===== src/rtl/mips_ctrl_pkg.sv =====
// rtl/mips_ctrl_pkg.sv - state, opcode and select encodings for the multicycle MIPS controller
package mips_ctrl_pkg;

    typedef enum logic [3:0] {
        S_FETCH  = 4'd0,
        S_DECODE = 4'd1,
        S_MEMADR = 4'd2,
        S_MEMRD  = 4'd3,
        S_MEMWB  = 4'd4,
        S_MEMWR  = 4'd5,
        S_EXEC   = 4'd6,
        S_RTWB   = 4'd7,
        S_BRANCH = 4'd8,
        S_JUMP   = 4'd9,
        S_ADDIEX = 4'd10,
        S_ADDIWB = 4'd11,
        S_TRAP   = 4'd12
    } state_t;

    localparam logic [5:0] OP_RTYPE = 6'b000000;
    localparam logic [5:0] OP_LW    = 6'b100011;
    localparam logic [5:0] OP_SW    = 6'b101011;
    localparam logic [5:0] OP_BEQ   = 6'b000100;
    localparam logic [5:0] OP_J     = 6'b000010;
    localparam logic [5:0] OP_ADDI  = 6'b001000;

    localparam logic [1:0] ALU_ADD   = 2'b00;
    localparam logic [1:0] ALU_SUB   = 2'b01;
    localparam logic [1:0] ALU_FUNCT = 2'b10;

    localparam logic [1:0] SRCB_B     = 2'b00;
    localparam logic [1:0] SRCB_FOUR  = 2'b01;
    localparam logic [1:0] SRCB_IMM   = 2'b10;
    localparam logic [1:0] SRCB_IMMSH = 2'b11;

    localparam logic [1:0] PCSRC_ALU    = 2'b00;
    localparam logic [1:0] PCSRC_ALUOUT = 2'b01;
    localparam logic [1:0] PCSRC_JUMP   = 2'b10;

    typedef struct packed {
        logic       pcwrite;
        logic       pcwritecond;
        logic       iord;
        logic       memread;
        logic       memwrite;
        logic       irwrite;
        logic       memtoreg;
        logic       regdst;
        logic       regwrite;
        logic       alusrca;
        logic [1:0] alusrcb;
        logic [1:0] aluop;
        logic [1:0] pcsource;
        logic       illegal;
    } ctrl_t;

endpackage


===== src/rtl/mc_outdec.sv =====
// rtl/mc_outdec.sv - combinational state-to-control decoder for mc_control
module mc_outdec
    import mips_ctrl_pkg::*;
(
    input  state_t state,
    input  logic   memrdy,
    output ctrl_t  ctrl
);

    always_comb begin
        ctrl = '0;
        case (state)
            S_FETCH: begin
                ctrl.memread = 1'b1;
                ctrl.alusrcb = SRCB_FOUR;
                ctrl.aluop   = ALU_ADD;
                ctrl.irwrite = memrdy;
                ctrl.pcwrite = memrdy;
            end
            S_DECODE: begin
                ctrl.alusrcb = SRCB_IMMSH;
                ctrl.aluop   = ALU_ADD;
            end
            S_MEMADR, S_ADDIEX: begin
                ctrl.alusrca = 1'b1;
                ctrl.alusrcb = SRCB_IMM;
                ctrl.aluop   = ALU_ADD;
            end
            S_MEMRD: begin
                ctrl.memread = 1'b1;
                ctrl.iord    = 1'b1;
            end
            S_MEMWB: begin
                ctrl.memtoreg = 1'b1;
                ctrl.regwrite = 1'b1;
            end
            // Held across wait states; the memory commits only on its memrdy cycle.
            S_MEMWR: begin
                ctrl.memwrite = 1'b1;
                ctrl.iord     = 1'b1;
            end
            S_EXEC: begin
                ctrl.alusrca = 1'b1;
                ctrl.alusrcb = SRCB_B;
                ctrl.aluop   = ALU_FUNCT;
            end
            S_RTWB: begin
                ctrl.regdst   = 1'b1;
                ctrl.regwrite = 1'b1;
            end
            S_BRANCH: begin
                ctrl.alusrca     = 1'b1;
                ctrl.alusrcb     = SRCB_B;
                ctrl.aluop       = ALU_SUB;
                ctrl.pcwritecond = 1'b1;
                ctrl.pcsource    = PCSRC_ALUOUT;
            end
            S_JUMP: begin
                ctrl.pcwrite  = 1'b1;
                ctrl.pcsource = PCSRC_JUMP;
            end
            S_ADDIWB: begin
                ctrl.regwrite = 1'b1;
            end
            S_TRAP: begin
                ctrl.illegal = 1'b1;
            end
            default: ;
        endcase
    end

endmodule


===== src/rtl/mc_control.sv =====
// rtl/mc_control.sv - multicycle MIPS main controller; MC_CONTROL_TRAP_EN traps unknown opcodes
module mc_control
    import mips_ctrl_pkg::*;
#(
    parameter int ICNT_W = 16
) (
    input  logic              clk,
    input  logic              rst_n,
    input  logic [5:0]        opcode,
    input  logic              memrdy,
    output logic              pcwrite,
    output logic              pcwritecond,
    output logic              iord,
    output logic              memread,
    output logic              memwrite,
    output logic              irwrite,
    output logic              memtoreg,
    output logic              regdst,
    output logic              regwrite,
    output logic              alusrca,
    output logic [1:0]        alusrcb,
    output logic [1:0]        aluop,
    output logic [1:0]        pcsource,
    output logic [3:0]        state,
    output logic [ICNT_W-1:0] icount,
    output logic              illegal
);

    state_t            state_q, state_d;
    logic [ICNT_W-1:0] icount_q, icount_d;
    logic              retire;
    ctrl_t             ctrl;

    always_comb begin
        state_d = S_FETCH;
        case (state_q)
            S_FETCH:  state_d = memrdy ? S_DECODE : S_FETCH;
            S_DECODE: begin
                case (opcode)
                    OP_LW, OP_SW: state_d = S_MEMADR;
                    OP_RTYPE:     state_d = S_EXEC;
                    OP_BEQ:       state_d = S_BRANCH;
                    OP_J:         state_d = S_JUMP;
                    OP_ADDI:      state_d = S_ADDIEX;
`ifdef MC_CONTROL_TRAP_EN
                    default:      state_d = S_TRAP;
`else
                    default:      state_d = S_FETCH;
`endif
                endcase
            end
            S_MEMADR: state_d = (opcode == OP_SW) ? S_MEMWR : S_MEMRD;
            S_MEMRD:  state_d = memrdy ? S_MEMWB : S_MEMRD;
            S_MEMWR:  state_d = memrdy ? S_FETCH : S_MEMWR;
            S_EXEC:   state_d = S_RTWB;
            S_ADDIEX: state_d = S_ADDIWB;
`ifdef MC_CONTROL_TRAP_EN
            S_TRAP:   state_d = S_TRAP;
`endif
            default:  state_d = S_FETCH;
        endcase
    end

    // Only completed instructions count; recovery from a stray encoding does not.
    always_comb begin
        retire = 1'b0;
        case (state_q)
            S_DECODE, S_MEMWB, S_MEMWR, S_RTWB, S_BRANCH, S_JUMP, S_ADDIWB:
                retire = (state_d == S_FETCH);
            default: retire = 1'b0;
        endcase
        icount_d = icount_q + {{(ICNT_W-1){1'b0}}, retire};
    end

    always_ff @(posedge clk or negedge rst_n) begin
        if (!rst_n) begin
            state_q  <= S_FETCH;
            icount_q <= '0;
        end else begin
            state_q  <= state_d;
            icount_q <= icount_d;
        end
    end

    mc_outdec u_outdec (
        .state  (state_q),
        .memrdy (memrdy),
        .ctrl   (ctrl)
    );

    // Reset parks the FSM in FETCH, which would otherwise load PC/IR on memrdy.
    assign pcwrite     = ctrl.pcwrite  & rst_n;
    assign irwrite     = ctrl.irwrite  & rst_n;
    assign regwrite    = ctrl.regwrite & rst_n;
    assign memwrite    = ctrl.memwrite & rst_n;
    assign pcwritecond = ctrl.pcwritecond;
    assign iord        = ctrl.iord;
    assign memread     = ctrl.memread;
    assign memtoreg    = ctrl.memtoreg;
    assign regdst      = ctrl.regdst;
    assign alusrca     = ctrl.alusrca;
    assign alusrcb     = ctrl.alusrcb;
    assign aluop       = ctrl.aluop;
    assign pcsource    = ctrl.pcsource;
    assign state       = state_q;
    assign icount      = icount_q;
`ifdef MC_CONTROL_TRAP_EN
    assign illegal     = ctrl.illegal;
`else
    assign illegal     = 1'b0;
`endif

endmodule


===== config.mk =====
export PLATFORM = sky130hd
export DESIGN_NAME = mc_control
export DESIGN_NICKNAME = d
export VERILOG_FILES = /design/src/rtl/mips_ctrl_pkg.sv /design/src/rtl/mc_outdec.sv /design/src/rtl/mc_control.sv
export SDC_FILE = /design/constraint.sdc
export NUM_CORES = 1
export LEC_CHECK = 0
export CAP_MARGIN = 15
export CORE_ASPECT_RATIO = 1.75
export CORE_MARGIN = 3
export CORE_UTILIZATION = 39
export CTS_CLUSTER_SIZE = 30
export DETAILED_ROUTE_END_ITERATION = 10
export GPL_ROUTABILITY_DRIVEN = 0
export PLACE_DENSITY = 0.83
export RECOVER_POWER = 50
export SLEW_MARGIN = 25
export SYNTH_ARGS = -nofsm -noshare
export SYNTH_HDL_FRONTEND = slang
export SYNTH_SLANG_ARGS = --single-unit

===== constraint.sdc =====
create_clock -name clk -period 2.3 [get_ports clk]
set_clock_uncertainty 0.15 [all_clocks]
set_input_delay 0.345 -clock clk [delete_from_list [all_inputs] [get_ports clk]]
set_output_delay 0.345 -clock clk [all_outputs]
set_load 0.02 [all_outputs]

==> flow_metrics.tcl <==
set metrics [dict create \
    post_drt_via_cell_ratio 5.46 \
    report.final.slew_viol_count 0 \
    ys_dominant_reg_cell "sky130_fd_sc_hd__dfrtp_1" \
    timing.final.hold_violations 0 \
    cts_buf_count 3 \
    type_of_the_worst_min_delay_path "reg -> reg" \
    grt_start_max_net_pins 21 \
    clock_tree.htree_level_count 1 \
    final_min_period_over_clock_period_pct 114 \
    route.detailed.wl_per_inst_um 17.7 \
    drcViolationCount 0 \
    post_dp_cell_area_um2 1890 \
    avgSynthCellArea_um2 9.30 \
    vdd_drop_max_v 0.000734 \
    worstPathCellList "buf_6 -> or2b_4 -> and2_4 -> o22ai_4 -> a221o_1 -> nor3_2 -> ha_2 -> ha_4 -> nand3_4 -> nor2_4 -> nand3_2 -> xnor2_2" \
    global_route_wire_length_before_repair_um 6910 \
    clk_pin_slew_ps 70 \
    worst_path_dominant_cell_family "simple AND/OR/NAND/NOR gates" \
    data_arrival_time_of_the_critical_path_ps 2610 \
    max-slew-margin-rel_pct 29.7 \
    synth_enable_flop_cells 0 \
    layout_cell_area_excl_fill_um2 2200 \
    wirelength_um 4470 \
    maximum_achievable_frequency_mhz 381 \
    synth_sequential_area_ratio_pct 40.8 \
    firstDrtPassIters 4 \
    layout.nets 223 \
    slew_at_the_pin_closest_to_its_max_slew_limit_ps 1050 \
    drv.max_cap_violation_count 0 \
    slowest_stage "sky130_fd_sc_hd__dfrtp_2" \
    post_synth_instance_area_um2 1230 \
    outcome "finished with violations" \
    worst_ep_required_time_ps 2290 \
    clock_sink_count 20 \
    path_buf_inv 1 \
    place_ws_ps -669 \
    final_period_minus_worst_setup_slack_ps 2620 \
    vias 1382 \
    hold_buffers 0 \
    synth_top_cells_by_area "sky130_fd_sc_hd__dfrtp_1 (41%), sky130_fd_sc_hd__xnor2_1 (7.8%), sky130_fd_sc_hd__nand3_1 (4.5%)" \
    design.portCount 46 \
    die_w_um 48.4 \
    dp.final_hpwl_um 2900 \
    post_synth_most_frequent_cells "sky130_fd_sc_hd__dfrtp_1 (20), sky130_fd_sc_hd__nor2_1 (13), sky130_fd_sc_hd__nand2_1 (11), sky130_fd_sc_hd__nand3_1 (11), sky130_fd_sc_hd__xnor2_1 (11)" \
    start_kind "flop" \
    worst-setup-path-type "reg -> reg" \
    power_leakage_nw 1.04 \
    synthDominantCellAreaShare_pct 40.8 \
    yosys_register_bits 20 \
    async_reset_ff_share_pct 100 \
    drtIter0Drc 34 \
    flow.area_growth_from_synthesis_pct 79.4 \
    core_region_area_um2 2960 \
    dieHeight_um 80.2 \
    synth_area_leader_cell "sky130_fd_sc_hd__dfrtp_1" \
    setup.worst_path.end_class "flop" \
    port_buffer_count 44 \
    p_per_area_nw_per_um2 979 \
    crit_path_max_fanout 6 \
    clock_tree_from_tritoncts "yes" \
    antenna_found_initial 0 \
    setup_ws_ps -325 \
    placement_rows 26 \
    critical-path-max-stage-delay_ps 450 \
    clk_root_buffer_cell "sky130_fd_sc_hd__clkbuf_8" \
    grt_pass1_vias 1453 \
    synth_most_common_cell "sky130_fd_sc_hd__dfrtp_1" \
    grt_setup_unrepaired "yes" \
    number_of_antenna_violating_nets_in_the_routed_design 0 \
    fillCellCount 217 \
    setup_viol 14 \
    cells_after_synth 132 \
    worst_skew_pair.late_latency_ps 250 \
    post_synth_num_cell_types 39 \
    layout-drive-gt1-share_pct 39.8 \
    initial_core_util_pct 41.5 \
    failing_checks "setup timing" \
    syn_nets 143 \
    die-area_um2 3880 \
    yosysWarningCount 0 \
    antenna_cells_inserted 0 \
    globalRouteOverflowTotal 0 \
    gr-usage-all-layers_pct 23.3 \
    cts_buffer_depth 2 \
]
==> timing repair <==
| item | 4_1_cts | 5_1_grt |
|---|---|---|
| resized for setup | 40 | 31 |
| setup endpoints to repair | 27 | 25 |
| pin swaps | 13 | 14 |
| setup buffers | 11 | 5 |
==> sequential cells by signal (all words and copies together) (netlist names) <==
signal  flops
icount     16
state       4
==> metal layers <==
layer / part of all wire, % / up-vias / GRT usage, % / routed length, um
met4: 4.7 / 0 / 13.1 / 212
li1: - / 620 / - / -
met2: 55 / 71 / 47.5 / 2440
met5: 0 / - / 0 / 0
met1: 35 / 670 / 20.2 / 1560
met3: 5.9 / 21 / 5.01 / 262
==> power breakdown <==
group	leakage (nW)	internal, W	switching [W]	total [W]
combinational	0.747	0.000690	0.000663	0.00135
sequential	0.263	0.000426	0.000117	0.000543
clock	0.0288	0.000152	0.000107	0.000259
==> metrics by stage <==
| step | power [W] | utilization [%] | cells | TNS [ps] | hold slack [ps] |
|---|---|---|---|---|---|
| finish | 0.00216 | 74.4 | 253 | -3070 | 328 |
| global route | 0.00227 | 74.4 | 253 | -4400 | 357 |
| CTS | 0.00205 | 71.0 | 250 | -3090 | 328 |
| detailed placement | 0.00168 | 63.9 | 235 | -7790 | 315 |
| global placement | 0.00165 | 63.9 | 235 | -6290 | 314 |
| floorplan | 0.00113 | - | 132 | -1060 | -101 |
==> final cells by class <==
cell class / instances / area [um^2] / area share (%)
Multi-Input combinational cell: 103 / 862 / 39.1
Tap cell: 42 / 52.6 / 2.39
Clock buffer: 4 / 55.1 / 2.50
Sequential cell: 20 / 504 / 22.9
Timing Repair Buffer: 84 / 728 / 33.1
==> final timing paths <==
kind / depth (start not counted) / slack (ps) / start / to
min in group asynchronous: 3 / 980 / rst_n / icount[7]
max in group asynchronous: 3 / 310 / rst_n / state[3]
setup / recovery: 12 / -320 / state[2] / icount[10]
hold / removal: 1 / 330 / icount[15] / icount[15]
setup reg to reg: 12 / -320 / state[2] / icount[10]
hold reg to reg: 1 / 330 / icount[15] / icount[15]
==> layout by cell type, fill, tap and decap left out, types with 2 or more instances in the layout <==
cell	synthesis	routed
sky130_fd_sc_hd__nand2_1	11	9
sky130_fd_sc_hd__clkbuf_2	0	4
sky130_fd_sc_hd__o21ai_0	4	4
sky130_fd_sc_hd__xnor2_1	11	10
sky130_fd_sc_hd__nor3b_1	3	3
sky130_fd_sc_hd__dlymetal6s2s_1	0	5
sky130_fd_sc_hd__and3_1	4	3
sky130_fd_sc_hd__nor2_4	0	2
sky130_fd_sc_hd__clkdlybuf4s50_1	0	23
sky130_fd_sc_hd__buf_4	2	35
sky130_fd_sc_hd__buf_6	1	3
sky130_fd_sc_hd__dlygate4sd2_1	0	9
sky130_fd_sc_hd__xor2_1	5	4
sky130_fd_sc_hd__nor2b_1	3	2
sky130_fd_sc_hd__dfrtp_2	0	3
sky130_fd_sc_hd__nand3_2	0	7
sky130_fd_sc_hd__dfrtp_1	20	17
sky130_fd_sc_hd__clkbuf_1	3	2
sky130_fd_sc_hd__clkbuf_8	0	4
sky130_fd_sc_hd__a21oi_1	3	3
sky130_fd_sc_hd__nor3_1	5	5
sky130_fd_sc_hd__nand2b_4	0	2
sky130_fd_sc_hd__nor2b_4	1	2
sky130_fd_sc_hd__nand2b_1	4	2
sky130_fd_sc_hd__nand3_1	11	3
sky130_fd_sc_hd__nor2_1	13	10
sky130_fd_sc_hd__clkdlybuf4s15_2	0	2
sky130_fd_sc_hd__nand2_4	0	2
==> cell families (layout without fill, tap and decap cells) <==
family / count (synthesis) / count (layout) / synth area share (%)
xor gates and xnor gates: 16 / 16 / 11.4
and+or+nand+nor: 65 / 65 / 30.2
other: 1 / 1 / 0.306
adders and majority gates: 2 / 2 / 2.04
buffers and inverters: 9 / 88 / 4.28
AOI/OAI and AO/OA: 18 / 18 / 10.2
muxes: 1 / 1 / 0.816
DFF: 20 / 20 / 40.8
Power figures use the tool's default switching activity.
